<file path="config.mk">
export PLATFORM = sky130hd
export DESIGN_NAME = ahb_arbiter_flat
export DESIGN_NICKNAME = d
export VERILOG_FILES = /design/src/rtl/ahb_arbiter_if.sv /design/src/rtl/ahb_arbiter.sv /design/src/flat_wrapper.sv
export SDC_FILE = /design/constraint.sdc
export NUM_CORES = 1
export LEC_CHECK = 0
export CAP_MARGIN = 30
export CORE_MARGIN = 1
export CORE_UTILIZATION = 43
export DETAILED_ROUTE_END_ITERATION = 10
export HOLD_SLACK_MARGIN = 0.06
export PLACE_DENSITY = 0.77
export REMOVE_ABC_BUFFERS = 1
export SETUP_SLACK_MARGIN = 0.05
export SLEW_MARGIN = 30
export SYNTH_ARGS = -nofsm -noshare
export SYNTH_HDL_FRONTEND = slang
export SYNTH_SLANG_ARGS = --single-unit
</file>
<file path="constraint.sdc">
create_clock -name HCLK -period 2.3 [get_ports HCLK]
set_input_delay 0.69 -clock HCLK [delete_from_list [all_inputs] [get_ports HCLK]]
set_output_delay 0.69 -clock HCLK [all_outputs]
set_load 0.1 [all_outputs]
</file>
<file path="src/rtl/ahb_arbiter_if.sv">
// AHB arbitration bundle: requests and owner's transfer info in, grant and owner indices out.
interface ahb_arbiter_if #(
  parameter int unsigned NUM_MASTERS = 2
);
  logic [NUM_MASTERS-1:0] HBUSREQ;
  logic [NUM_MASTERS-1:0] HLOCK;
  logic [1:0]             HTRANS;
  logic [2:0]             HBURST;
  logic                   HREADY;
  logic [NUM_MASTERS-1:0] HGRANT;
  logic [3:0]             HMASTER;
  logic                   HMASTLOCK;
  logic [3:0]             HMASTER_DATA;

  // Bus side: drives requests and the muxed transfer controls.
  modport master (
    output HBUSREQ, HLOCK, HTRANS, HBURST, HREADY,
    input  HGRANT, HMASTER, HMASTLOCK, HMASTER_DATA
  );

  // Arbiter side.
  modport slave (
    input  HBUSREQ, HLOCK, HTRANS, HBURST, HREADY,
    output HGRANT, HMASTER, HMASTLOCK, HMASTER_DATA
  );
endinterface

</file>
<file path="src/rtl/ahb_arbiter.sv">
// Round-robin AHB arbiter. Grants change only at arbitration points; fixed-length
// bursts and locked sequences keep the current owner. All outputs are registered.
module ahb_arbiter #(
  parameter int unsigned NUM_MASTERS    = 2,
  parameter int unsigned DEFAULT_MASTER = 0
) (
  input logic          HCLK,
  input logic          HRESETn,
  ahb_arbiter_if.slave bus
);

  localparam logic [1:0] TrIdle   = 2'b00;
  localparam logic [1:0] TrBusy   = 2'b01;
  localparam logic [1:0] TrNonseq = 2'b10;
  localparam logic [1:0] TrSeq    = 2'b11;

  localparam logic [1:0] DefIdx   = 2'(DEFAULT_MASTER);
  localparam logic [3:0] DefGrant = 4'b0001 << DefIdx;

  typedef enum logic [0:0] {StArb, StBurst} state_e;

  state_e                 st_q, st_d;
  logic [3:0]             bcnt_q, bcnt_d;
  logic [1:0]             rr_q, rr_d;
  logic [1:0]             hmaster_q, hmaster_d;
  logic [1:0]             hmaster_data_q, hmaster_data_d;
  logic                   hmastlock_q, hmastlock_d;
  logic [NUM_MASTERS-1:0] hgrant_q, hgrant_d;

  // Requests padded to the maximum of four masters so 2-bit indices are always in range.
  logic [3:0] req4, lock4;
  assign req4  = 4'(bus.HBUSREQ);
  assign lock4 = 4'(bus.HLOCK);

  logic [4:0] blen;

  // Decode the number of beats implied by HBURST (INCR counts as 1: arbitrable every beat).
  always_comb begin
    case (bus.HBURST)
      3'b000, 3'b001: blen = 5'd1;
      3'b010, 3'b011: blen = 5'd4;
      3'b100, 3'b101: blen = 5'd8;
      default:        blen = 5'd16;
    endcase
  end

  logic [1:0]  win_idx, win_rr, cand;
  logic        win_lock, found;
  int unsigned sum;

  // Winner if this edge is an arbitration point: locked owner keeps the bus, otherwise
  // the first other requester after RR wins, owner only when it is the sole requester.
  always_comb begin
    win_idx = DefIdx;
    win_rr  = rr_q;
    found   = 1'b0;
    cand    = '0;
    sum     = 0;
    if (lock4[hmaster_q]) begin
      win_idx = hmaster_q;
    end else begin
      for (int unsigned i = 1; i <= NUM_MASTERS; i++) begin
        sum = 32'(rr_q) + i;
        if (sum >= NUM_MASTERS) begin
          sum = sum - NUM_MASTERS;
        end
        cand = sum[1:0];
        if (!found && (cand != hmaster_q) && req4[cand]) begin
          win_idx = cand;
          win_rr  = cand;
          found   = 1'b1;
        end
      end
      if (!found && req4[hmaster_q]) begin
        win_idx = hmaster_q;
        win_rr  = hmaster_q;
      end
    end
    win_lock = lock4[win_idx];
  end

  logic       arb_pt;
  logic [3:0] grant4;

  // Next-state: burst tracking, arbitration-point detection and owner pipeline.
  always_comb begin
    st_d           = st_q;
    bcnt_d         = bcnt_q;
    rr_d           = rr_q;
    hmaster_d      = hmaster_q;
    hmaster_data_d = hmaster_data_q;
    hmastlock_d    = hmastlock_q;
    arb_pt         = 1'b0;
    grant4         = '0;
    hgrant_d       = hgrant_q;

    if (bus.HREADY) begin
      hmaster_data_d = hmaster_q;
      unique case (st_q)
        StArb: begin
          if ((bus.HTRANS == TrNonseq) && (blen > 5'd1)) begin
            bcnt_d = 4'(blen - 5'd1);
            st_d   = StBurst;
          end else begin
            arb_pt = 1'b1;
          end
        end
        StBurst: begin
          unique case (bus.HTRANS)
            TrSeq: begin
              if (bcnt_q <= 4'd1) begin
                bcnt_d = '0;
                st_d   = StArb;
                arb_pt = 1'b1;
              end else begin
                bcnt_d = bcnt_q - 4'd1;
              end
            end
            TrBusy: begin
              bcnt_d = bcnt_q;
            end
            TrIdle: begin
              bcnt_d = '0;
              st_d   = StArb;
              arb_pt = 1'b1;
            end
            TrNonseq: begin
              if (blen > 5'd1) begin
                bcnt_d = 4'(blen - 5'd1);
              end else begin
                bcnt_d = '0;
                st_d   = StArb;
                arb_pt = 1'b1;
              end
            end
            default: bcnt_d = bcnt_q;
          endcase
        end
        default: st_d = StArb;
      endcase

      if (arb_pt) begin
        hmaster_d   = win_idx;
        rr_d        = win_rr;
        hmastlock_d = win_lock;
      end
    end

    grant4   = 4'b0001 << hmaster_d;
    hgrant_d = grant4[NUM_MASTERS-1:0];
  end

  // State and registered outputs; HREADY low leaves every _d equal to its _q.
  always_ff @(posedge HCLK or negedge HRESETn) begin
    if (!HRESETn) begin
      st_q           <= StArb;
      bcnt_q         <= '0;
      rr_q           <= DefIdx;
      hmaster_q      <= DefIdx;
      hmaster_data_q <= DefIdx;
      hmastlock_q    <= 1'b0;
      hgrant_q       <= DefGrant[NUM_MASTERS-1:0];
    end else begin
      st_q           <= st_d;
      bcnt_q         <= bcnt_d;
      rr_q           <= rr_d;
      hmaster_q      <= hmaster_d;
      hmaster_data_q <= hmaster_data_d;
      hmastlock_q    <= hmastlock_d;
      hgrant_q       <= hgrant_d;
    end
  end

  assign bus.HGRANT       = hgrant_q;
  assign bus.HMASTER      = {2'b00, hmaster_q};
  assign bus.HMASTLOCK    = hmastlock_q;
  assign bus.HMASTER_DATA = {2'b00, hmaster_data_q};

endmodule

</file>
<file path="src/flat_wrapper.sv">
// flat-port wrapper written by rule: the top's interface ports become plain ports
module ahb_arbiter_flat 
#(
  parameter int unsigned NUM_MASTERS    = 2,
  parameter int unsigned DEFAULT_MASTER = 0
)
  (HCLK, HRESETn, bus_HBUSREQ, bus_HLOCK, bus_HTRANS, bus_HBURST, bus_HREADY, bus_HGRANT, bus_HMASTER, bus_HMASTLOCK, bus_HMASTER_DATA);
  ahb_arbiter_if #(.NUM_MASTERS(NUM_MASTERS)) bus_i ();
  input logic HCLK;
  input logic HRESETn;
  input wire logic [$bits(bus_i.HBUSREQ)-1:0] bus_HBUSREQ;
  input wire logic [$bits(bus_i.HLOCK)-1:0] bus_HLOCK;
  input wire logic [$bits(bus_i.HTRANS)-1:0] bus_HTRANS;
  input wire logic [$bits(bus_i.HBURST)-1:0] bus_HBURST;
  input wire logic [$bits(bus_i.HREADY)-1:0] bus_HREADY;
  output wire logic [$bits(bus_i.HGRANT)-1:0] bus_HGRANT;
  output wire logic [$bits(bus_i.HMASTER)-1:0] bus_HMASTER;
  output wire logic [$bits(bus_i.HMASTLOCK)-1:0] bus_HMASTLOCK;
  output wire logic [$bits(bus_i.HMASTER_DATA)-1:0] bus_HMASTER_DATA;
  assign bus_i.HBUSREQ = bus_HBUSREQ;
  assign bus_i.HLOCK = bus_HLOCK;
  assign bus_i.HTRANS = bus_HTRANS;
  assign bus_i.HBURST = bus_HBURST;
  assign bus_i.HREADY = bus_HREADY;
  assign bus_HGRANT = bus_i.HGRANT;
  assign bus_HMASTER = bus_i.HMASTER;
  assign bus_HMASTLOCK = bus_i.HMASTLOCK;
  assign bus_HMASTER_DATA = bus_i.HMASTER_DATA;
  ahb_arbiter #(.NUM_MASTERS(NUM_MASTERS), .DEFAULT_MASTER(DEFAULT_MASTER)) u_core (.HCLK(HCLK), .HRESETn(HRESETn), .bus(bus_i));
endmodule
</file>
==> results.yml <==
status:
  status: "complete, no violations"
clocking:
  htreeDepth: 1
  clock-sinks: 14
  cts_tree: "done"
  cts_hold_buffers: 0
  cts-root-buf: "clkbuf_4"
  numCtsBuffers: 3
  clockBufferDepth: 2
  cts_resized: 0
  cts.clk_slew.worst_paths_ns: 0.08
  clock_latency_ns: 0.27
  post-cts-setup-buffers: 0
yosys:
  syn_avg_cell_area_sq_um: 9.68
  netlist.area_leader.share_pct: 35.0
  synth_cell_types: 44
  synth_seq_area_share_pct: 37.8
  netlist_area_sq_um: 930
  yosys_warnings: 0
  ys.flop_type: "dfrtp_1"
  synth_top_area_cell: "dfrtp_1"
  synth-seq-cells: 14
  synthArstFlopShare_pct: 100
  synth_edf_count: 0
  ys_top_cells_by_area: "dfrtp_1 35%, o21ai_0 3.8%, mux2_2 3.6%"
  yosysMostFrequentCell: "dfrtp_1"
  syn_inst: 96
  synthTopCellsByCount: "13 x dfrtp_1, 7 x inv_1, 7 x o21ai_0"
cells_and_area:
  layout-drive-gt1-share_pct: 29.5
  n_antenna_cell: 0
  nets: 144
  syn_to_final_growth_pct: 36.6
  final_util_pct: 63.4
global_routing:
  grt_pass1_vias: 786
  grt_first_pass_wirelength_mm: 3.25
  grt_usage_pct: 17.7
  grt_start_max_net_pins: 15
  grt_overflow_total: 0
  grt_antenna_before_repair: 0
route:
  totalWireLength_mm: 1.95
  drc: 0
  postRouteAntennaNets: 0
  firstDrtPassIters: 4
  via_count: 856
  via_per_inst: 5.49
  routedWlPerCell_um: 12.5
  drt-initial-drc-count: 19
min_path:
  hold_path.class: "reg -> reg"
timing:
  final_hold_viol_count: 0
  layout_min_cycle_time_ns: 2.14
  post-route-period-util_pct: 93.1
  setup_viol: 0
  worst_pin_slew_ns: 0.613
  rsz0062_at_grt: "no"
  finalMaxSlewViolations: 0
  timing.hold.ws_ns: 0.521
  relSlewSlack_pct: 59.0
  skew_ns: 0.00224
  fin_tns_setup_ns: 0
  max_freq_mhz: 467
floorplan:
  coreArea_sq_mm: 0.00200
  die_h_um: 48.5
  ios: 23
  initial_core_util_pct: 46.4
  die_w_um: 48.5
  rows: 16
  dieArea_sq_mm: 0.00235
setup_path:
  critPathArrivalTime_ns: 2.30
  crit_path_start_kind: "input pin"
  critPathCaptureType: "flip-flop"
  crit_type: "in -> reg"
  required_ns: 2.46
  critPathMaxFanout: 2
place:
  portBuffers: 17
  gp_congestion: 0.778
  place_hpwl_mm: 1.52
pwr:
  power.density_mw_per_mm2: 1090
  p_leak_nw: 0.588
  vdd_drop_max_v: 0.000768
flow_run:
  drv_cap: 0
## metrics by stage
stage          power, mW  area (sq um)  cells  setup WS (ns)
3_3_place_gp        1.20          1220    152         -0.155
5_1_grt             1.46          1270    156         0.0658
3_5_place_dp        1.22          1220    152         -0.189
2_1_floorplan      0.970           886     93         0.0200
6_report            1.39          1270    156          0.158
4_1_cts             1.39          1260    156         0.0875
## metal layers
layer	global-route usage, %	vias up	wire (um)
li1	-	411	-
met1	20.5	420	813
met2	33.1	25	1040
met3	2.83	0	96
met4	5.88	0	0
met5	0	-	0
## critical path, cell delays in order
cell             delay, ns
clkdlybuf4s50_1       0.44
o21ba_4               0.22
a221oi_4              0.28
nand4_1               0.15
o21bai_1              0.20
mux2_1                0.32
## sequential cells by signal, indices dropped and copies added (netlist names)
| name | flops |
|---|---|
| u_core.bcnt_q | 4 |
| u_core.bus.HGRANT | 2 |
| u_core.bus.HMASTLOCK | 1 |
| u_core.hmaster_data_q | 2 |
| u_core.hmaster_q | 2 |
| u_core.rr_q | 2 |
| u_core.st_q | 1 |
## cell usage in the layout, fill, tap and decap left out, types with 2 or more instances in the layout
| cell type | n |
|---|---|
| a21oi_1 | 2 |
| and2_2 | 2 |
| buf_12 | 3 |
| buf_4 | 19 |
| clkbuf_4 | 3 |
| clkdlybuf4s50_1 | 8 |
| conb_1 | 4 |
| dfrtp_1 | 13 |
| dlymetal6s2s_1 | 2 |
| ha_1 | 2 |
| inv_1 | 7 |
| mux2_2 | 3 |
| mux2i_1 | 2 |
| nand2_1 | 6 |
| nand2b_1 | 5 |
| nand4_1 | 2 |
| nor2_1 | 5 |
| o211ai_1 | 3 |
| o21a_1 | 2 |
| o21ai_0 | 7 |
| o21bai_1 | 2 |
| o22ai_1 | 2 |
## report_power, final
part	switching (mW)	internal, mW
clock	0.0758	0.0962
combinational	0.492	0.283
sequential	0.108	0.333
## final timing paths
path	start	to	slack, ns	cells after the start
max	bus_HBURST[2]	u_core.rr_q[0]$_DFFE_PN0P_	0.16	6
min	u_core.bus.HMASTLOCK$_DFFE_PN0P_	u_core.bus.HMASTLOCK$_DFFE_PN0P_	0.52	1
min in group asynchronous	HRESETn	u_core.rr_q[1]$_DFFE_PN0P_	0.80	1
max in group asynchronous	HRESETn	u_core.hmaster_q[0]$_DFF_PN0_	1.11	1
max reg2reg	u_core.bcnt_q[0]$_DFFE_PN0P_	u_core.rr_q[0]$_DFFE_PN0P_	0.28	7
min reg2reg	u_core.bus.HMASTLOCK$_DFFE_PN0P_	u_core.bus.HMASTLOCK$_DFFE_PN0P_	0.52	1
## cell families after synthesis
logic type | after synthesis | synth area share, %
compound gates | 32 | 26.8
fa+ha+maj | 2 | 2.69
buf+inv | 13 | 8.75
flops | 14 | 37.8
mux | 6 | 7.00
other cells | 1 | 0.403
simple gates | 28 | 16.6
## cell type report
cell class / instances / area [sq um]
Inverter: 7 / 26.3
Timing Repair Buffer: 32 / 308
Tap cell: 27 / 33.8
Fill cell: 168 / 732
Multi-Input combinational cell: 72 / 514
Clock buffer: 4 / 36.3
Sequential cell: 14 / 352
No activity file was read; power rests on OpenSTA's default activity.
